$ cat src/rtl/dds_sweep_ctrl.sv
// -----------------------------------------------------------------------------
// dds_sweep_ctrl
//
// Frequency sweep sequencer for a DDS wave generator. A sweep is configured
// with a lower bound, an upper bound, a step and a dwell time. Each frequency
// is held for at least max(dwell,1) cycles. After that the next frequency is
// applied only in the cycle after the generator's phase accumulator wraps, so
// the output waveform stays phase-continuous.
//
// Modes: 0 = single sweep, 1 = repeat (sawtooth), 2 = triangle,
//        3 = treated as single.
//
// Ports
//   clk         system clock, rising edge
//   rst_n       asynchronous active-low reset
//   start       level; requests a sweep while idle (stop has priority)
//   stop        level; aborts an active sweep, wave_freq is frozen
//   mode        sweep mode, latched at start
//   f_start     sweep lower bound, latched at start
//   f_stop      sweep upper bound, latched at start
//   f_step      sweep increment, latched at start
//   dwell       minimum cycles per frequency, latched at start
//   phase_wrap  one-cycle pulse from the generator on accumulator wrap
//   wave_freq   frequency word to the generator and display
//   freq_upd    one-cycle pulse in the cycle wave_freq takes a new value
//   busy        sweep active
//   done        one-cycle pulse when a single sweep completes
//   cfg_err     one-cycle pulse when a start is rejected (f_start > f_stop)
// -----------------------------------------------------------------------------
module dds_sweep_ctrl #(
    parameter int FW = 20,
    parameter int DW = 24
) (
    input  logic          clk,
    input  logic          rst_n,
    input  logic          start,
    input  logic          stop,
    input  logic [1:0]    mode,
    input  logic [FW-1:0] f_start,
    input  logic [FW-1:0] f_stop,
    input  logic [FW-1:0] f_step,
    input  logic [DW-1:0] dwell,
    input  logic          phase_wrap,
    output logic [FW-1:0] wave_freq,
    output logic          freq_upd,
    output logic          busy,
    output logic          done,
    output logic          cfg_err
);

    localparam logic [1:0] S_IDLE      = 2'd0;
    localparam logic [1:0] S_DWELL     = 2'd1;
    localparam logic [1:0] S_WAIT_WRAP = 2'd2;
    localparam logic [1:0] S_FINISH    = 2'd3;

    localparam logic [1:0] M_REPEAT    = 2'd1;
    localparam logic [1:0] M_TRIANGLE  = 2'd2;

    // Upward step, saturating at the upper bound instead of wrapping.
    function automatic logic [FW-1:0] sat_up(input logic [FW-1:0] cur,
                                             input logic [FW-1:0] inc,
                                             input logic [FW-1:0] hi);
        logic [FW:0] sum;
        sum = {1'b0, cur} + {1'b0, inc};
        if (sum > {1'b0, hi})
            return hi;
        return sum[FW-1:0];
    endfunction

    // Downward step, saturating at the lower bound; a negative difference
    // is also caught here, so cur < inc never wraps to a large value.
    function automatic logic [FW-1:0] sat_down(input logic [FW-1:0] cur,
                                               input logic [FW-1:0] dec,
                                               input logic [FW-1:0] lo);
        logic signed [FW+1:0] diff;
        diff = $signed({2'b00, cur}) - $signed({2'b00, dec});
        if (diff < $signed({2'b00, lo}))
            return lo;
        return diff[FW-1:0];
    endfunction

    logic [1:0]    state;
    logic [DW-1:0] cnt;
    logic          dir_up;

    // Sweep configuration captured on an accepted start
    logic [1:0]    mode_q;
    logic [FW-1:0] f_lo_q;
    logic [FW-1:0] f_hi_q;
    logic [FW-1:0] f_inc_q;
    logic [DW-1:0] dwell_q;

    logic          accept;
    logic [DW-1:0] dwell_min1;
    logic [FW-1:0] nxt_freq;
    logic          nxt_dir;
    logic          single_end;

    assign accept     = (state == S_IDLE) && start && !stop;
    assign dwell_min1 = (dwell == '0) ? DW'(1) : dwell;

    // Configuration is plain data: loaded on accept, no reset needed.
    always_ff @(posedge clk) begin
        if (accept) begin
            mode_q  <= mode;
            f_lo_q  <= f_start;
            f_hi_q  <= f_stop;
            f_inc_q <= f_step;
            dwell_q <= dwell_min1;
        end
    end

    // Next frequency and direction, applied on the next phase wrap.
    always_comb begin
        nxt_freq = wave_freq;
        nxt_dir  = dir_up;
        case (mode_q)
            M_REPEAT: begin
                if (wave_freq >= f_hi_q)
                    nxt_freq = f_lo_q;
                else
                    nxt_freq = sat_up(wave_freq, f_inc_q, f_hi_q);
            end
            M_TRIANGLE: begin
                if (dir_up) begin
                    if (wave_freq >= f_hi_q) begin
                        nxt_freq = sat_down(wave_freq, f_inc_q, f_lo_q);
                        nxt_dir  = 1'b0;
                    end else begin
                        nxt_freq = sat_up(wave_freq, f_inc_q, f_hi_q);
                    end
                end else begin
                    if (wave_freq <= f_lo_q) begin
                        nxt_freq = sat_up(wave_freq, f_inc_q, f_hi_q);
                        nxt_dir  = 1'b1;
                    end else begin
                        nxt_freq = sat_down(wave_freq, f_inc_q, f_lo_q);
                    end
                end
            end
            default: nxt_freq = sat_up(wave_freq, f_inc_q, f_hi_q);
        endcase
    end

    // A zero step in single mode can never reach the upper bound, so it
    // ends after the first dwell as well.
    assign single_end = (mode_q != M_REPEAT) && (mode_q != M_TRIANGLE) &&
                        ((wave_freq >= f_hi_q) || (f_inc_q == '0));

    always_ff @(posedge clk or negedge rst_n) begin
        if (!rst_n) begin
            state     <= S_IDLE;
            wave_freq <= '0;
            freq_upd  <= 1'b0;
            busy      <= 1'b0;
            done      <= 1'b0;
            cfg_err   <= 1'b0;
            cnt       <= '0;
            dir_up    <= 1'b1;
        end else begin
            freq_upd <= 1'b0;
            done     <= 1'b0;
            cfg_err  <= 1'b0;
            if (state != S_IDLE && stop) begin
                state <= S_IDLE;
                busy  <= 1'b0;
            end else begin
                case (state)
                    S_IDLE: begin
                        if (accept) begin
                            if (f_start > f_stop) begin
                                cfg_err <= 1'b1;
                            end else begin
                                wave_freq <= f_start;
                                freq_upd  <= 1'b1;
                                busy      <= 1'b1;
                                dir_up    <= 1'b1;
                                cnt       <= dwell_min1;
                                state     <= S_DWELL;
                            end
                        end
                    end
                    S_DWELL: begin
                        if (cnt <= DW'(1))
                            state <= single_end ? S_FINISH : S_WAIT_WRAP;
                        else
                            cnt <= cnt - DW'(1);
                    end
                    S_WAIT_WRAP: begin
                        if (phase_wrap) begin
                            wave_freq <= nxt_freq;
                            // degenerate sweeps re-apply the same word silently
                            freq_upd  <= (nxt_freq != wave_freq);
                            dir_up    <= nxt_dir;
                            cnt       <= dwell_q;
                            state     <= S_DWELL;
                        end
                    end
                    default: begin
                        done  <= 1'b1;
                        busy  <= 1'b0;
                        state <= S_IDLE;
                    end
                endcase
            end
        end
    end

endmodule

$ cat config.mk
export PLATFORM = sky130hd
export DESIGN_NAME = dds_sweep_ctrl
export DESIGN_NICKNAME = d
export VERILOG_FILES = /design/src/rtl/dds_sweep_ctrl.sv
export SDC_FILE = /design/constraint.sdc
export NUM_CORES = 1
export LEC_CHECK = 0
export ABC_CLOCK_PERIOD_IN_PS = 6900
export CAP_MARGIN = 20
export CORE_MARGIN = 4
export CORE_UTILIZATION = 59
export DETAILED_ROUTE_END_ITERATION = 10
export GPL_TIMING_DRIVEN = 1
export HOLD_SLACK_MARGIN = 0.12
export PLACE_DENSITY_LB_ADDON = 0.08
export SLEW_MARGIN = 20
export SYNTH_ARGS = -nofsm -noshare
export SYNTH_HDL_FRONTEND = slang
export SYNTH_SLANG_ARGS = --single-unit
$ cat constraint.sdc
create_clock -name clk -period 6.9 [get_ports clk]
set_input_delay 1.38 -clock clk [delete_from_list [all_inputs] [get_ports clk]]
set_output_delay 1.38 -clock clk [all_outputs]
set_load 0.1 [all_outputs]
==> flow_summary_export.csv <==
group,metric,value,unit
run_status,run_status,"finished clean",
hold_path,min-delay-start,"cnt[17]$_DFFE_PN0P_",
run,maxCapViolations,0,
layout,n_antenna_cell,0,
sta,relSlewSlack,0.289,
clocking,cts_tree,"built",
layout,syn2layout_area_growth,16.8,%
global_routing,grt_pass1_wl,62.2,mm
sta,hold_violations,0,
worst_setup_path,worst_path_max_delay_cell,"o211a_1",
yosys,synth.most_common_cell,"ha_1",
floorplan,die_y,150,um
sta,setup_viol,0,
worst_setup_path,crit_required,7.20,ns
sta,whs,0.512,ns
yosys,synth.top_cells.by_area,"edfxtp_1 22%, ha_1 15%, dfrtp_1 10%",
power,switching_share,0.542,
sta,fin_crit,6.41,ns
yosys,synth-edff-count,86,
route,drt-vias-per-instance,6.73,
power,p_int,3.44,mW
yosys,synthCells,1342,
global_routing,use_met2,0.538,
place,hpwl,31.5,mm
hold_path,min_path_cells,2,
worst_setup_path,worstRegToRegCells,22,
power,powerDensity,538,nW/um^2
global_routing,grt_pass1_vias,10856,
power,seqPwrFrac,0.179,
sta,skew,0.0114,ns
floorplan,die_w,150,um
sta,rsz0062_at_grt,"false",
yosys,ys_seq_area_frac,0.323,
clocking,cts-hold-fix-buffers,0,
yosys,synth-async-reset-ratio,0.372,
route,first_pass_iters,6,
layout,nFillCells,1629,
sta,worst_pin_slew,1.07,ns
yosys,ys_top_cells_by_count,"147 x ha_1, 121 x inv_1, 100 x nor2_1, 99 x a21oi_1, 86 x edfxtp_1",
place,portBuffers,114,
layout,drive_gt1_frac,0.0797,
sta,period_share,0.929,
yosys,synth_top_area_share,0.216,
route,route.antenna.remaining_nets,0,
clocking,clk-insertion-delay-late,0.44,ns
place,gp_congestion,1.09,
yosys,synthFlopType,"edfxtp_1",
floorplan,rows,51,
clocking,cts.clk_slew.worst_paths,0.07,ns
worst_setup_path,cp_common_cell,"nor2_1",
floorplan,pin_count,115,
hold_path,hold_path_end,"cnt[17]$_DFFE_PN0P_",
clocking,cts_resized,0,
layout,utilization,0.710,
worst_setup_path,worst-setup-path-type,"flop to flop",
worst_setup_path,cp-end-kind,"flop",
power,ir_drop,337,uV
worst_setup_path,r2r-start,"wave_freq[4]$_DFFE_PN0P_",
yosys,yosysWarnings,0,
power,comb_power_share,0.693,
power,power.share.clock,0.128,
clocking,clk_path_buf_depth,2,
worst_setup_path,cp-start-kind,"flop",
clocking,cts_sinks,137,
power,power,7.50,mW
worst_setup_path,arrival,6.71,ns
global_routing,met3_usage,0.0825,
yosys,synth_largest_area_cell,"edfxtp_1",
route,wl,40.8,mm
clocking,clockRootBuffer,"clkbuf_16",
place,postPlaceCellArea,13300,sq um
global_routing,antenna_found_initial,0,
global_routing,overflow,0,
power,p_leak,5.91,nW
worst_setup_path,cp_cell_sequence,"ha_1, a21o_1, a31oi_1, nand4_1, a211oi_1, nor2_1, a31oi_1, o311ai_0, buf_4, ha_1, nand3_1, nor4b_1, o2111ai_1, o211ai_1, o211a_1, nor2_1, a21oi_1, nor2_1, a311oi_1, o2111ai_1, nor4_1, a32oi_1",
global_routing,use_met1,0.522,
power,power_switching,4.07,mW
floorplan,start_util,0.607,
yosys,syn_avg_cell_area,8.90,sq um
layout,multi_input_area,7340,sq um
floorplan,core,19700,sq um
floorplan,dieArea,22600,sq um
global_routing,grt_max_degree,66,
route,vias,11488,
route,drt_iter0_drc,1405,
sta,setup_tns,0,ns
clocking,numCtsBuffers,17,
hold_path,hold_class,"flop to flop",
route,remaining_drc_errors,0,
clocking,htreeDepth,4,
layout,seq_area,3860,sq um
global_routing,top_usage_layer,"met2",
layout,final_nets,1670,
yosys,synth_area,11900,sq um
worst_setup_path,r2r_end,"freq_upd$_DFF_PN0_",
yosys,ys_seq_elements,137,
yosys,syn_nets,1582,
worst_setup_path,max_stage_delay,0.52,ns
clocking,postCtsSetupBuffers,0,
yosys,synth.distinct_cells,82,
sta,max_freq,156,MHz
worst_setup_path,regToRegSetupSlack,0.49,ns
global_routing,grt.total_usage,0.362,
worst_setup_path,path_max_fanout,10,
layout,layout.cell_area.non_filler,13900,sq um
route,wl_per_cell,23.9,um
sta,drv_slew,0,
==> cell type report <==
type,count,share of cell area
multi-input cells,1009,0.526
flip-flops and latches,137,0.277
repair buffers,144,0.0976
inverters,121,0.0327
clock buffers,17,0.0305
well taps,265,0.0238
clock inverters,15,0.0126
==> power by group through the flow <==
| stage | logic, mW | registers [mW] | clock network (mW) |
|---|---|---|---|
| global placement | 4.94 | 1.33 | 0 |
| global route | 5.52 | 1.36 | 0.994 |
| floorplan | 3.05 | 1.72 | 0 |
| CTS | 5.02 | 1.33 | 0.955 |
| finish | 5.20 | 1.35 | 0.957 |
| detailed placement | 4.97 | 1.34 | 0 |
==> state kept, by name, summed over array words and instances, names as in the netlist, 2 cells and up <==
name,flops
dwell_q,24
mode_q,2
f_lo_q,20
wave_freq,20
f_hi_q,20
state,2
cnt,24
f_inc_q,20
==> kinds of logic (layout without fill, tap and decap cells) <==
family                     after synthesis  after routing  share of synthesized area
buffers and inverters                  196            297                     0.0626
xor gates and xnor gates                52             52                     0.0382
adders and majority gates              149            149                      0.157
muxes                                   38             38                     0.0348
and+or+nand+nor                        369            369                      0.154
AOI/OAI and AO/OA                      401            401                      0.229
DFF                                    137            137                      0.323
==> worst max-delay path, delay by kind of cell, from the launching register on <==
family / cells / cell delay (ns)
fa+ha+maj: 2 / 0.81
flops: 1 / 0.47
compound gates: 12 / 3.38
simple gates: 7 / 1.40
buf+inv: 1 / 0.20
==> cells in the final DEF (no fill, tap or decap), types with 28 or more instances in the layout <==
cell type        Yosys  routed
buf_4                0      30
inv_1              121     120
nand2_1             85      85
xnor2_1             30      30
nor4_1              28      28
edfxtp_1            86      86
dfrtp_1             50      50
clkdlybuf4s50_1      0     113
nor2_1             100     100
o21ai_0             75      74
a21oi_1             99      99
ha_1               147     146
==> stage by stage <==
stage	cells	setup WS, ns
after global placement	1676	0.610
final	1708	0.489
after CTS	1708	0.652
after detailed placement	1676	0.687
after floorplan	1342	0.573
after global routing	1708	0.198
==> metal layers <==
metal,vias to the layer above,share of wire
met5,-,0
met4,0,0.035
met3,113,0.12
met2,694,0.43
met1,5502,0.42
li1,5179,-
==> worst max-delay path by stage <==
stage | depth (start not counted) | end | start
floorplan | 22 | freq_upd$_DFF_PN0_ | wave_freq[1]$_DFFE_PN0P_
global placement | 21 | freq_upd$_DFF_PN0_ | f_inc_q[11]$_DFFE_PP_
detailed placement | 21 | freq_upd$_DFF_PN0_ | wave_freq[13]$_DFFE_PN0P_
CTS | 20 | freq_upd$_DFF_PN0_ | wave_freq[13]$_DFFE_PN0P_
global route | 20 | freq_upd$_DFF_PN0_ | wave_freq[3]$_DFFE_PN0P_
finish | 22 | freq_upd$_DFF_PN0_ | wave_freq[4]$_DFFE_PN0P_
(Power assumes the default switching activity.)
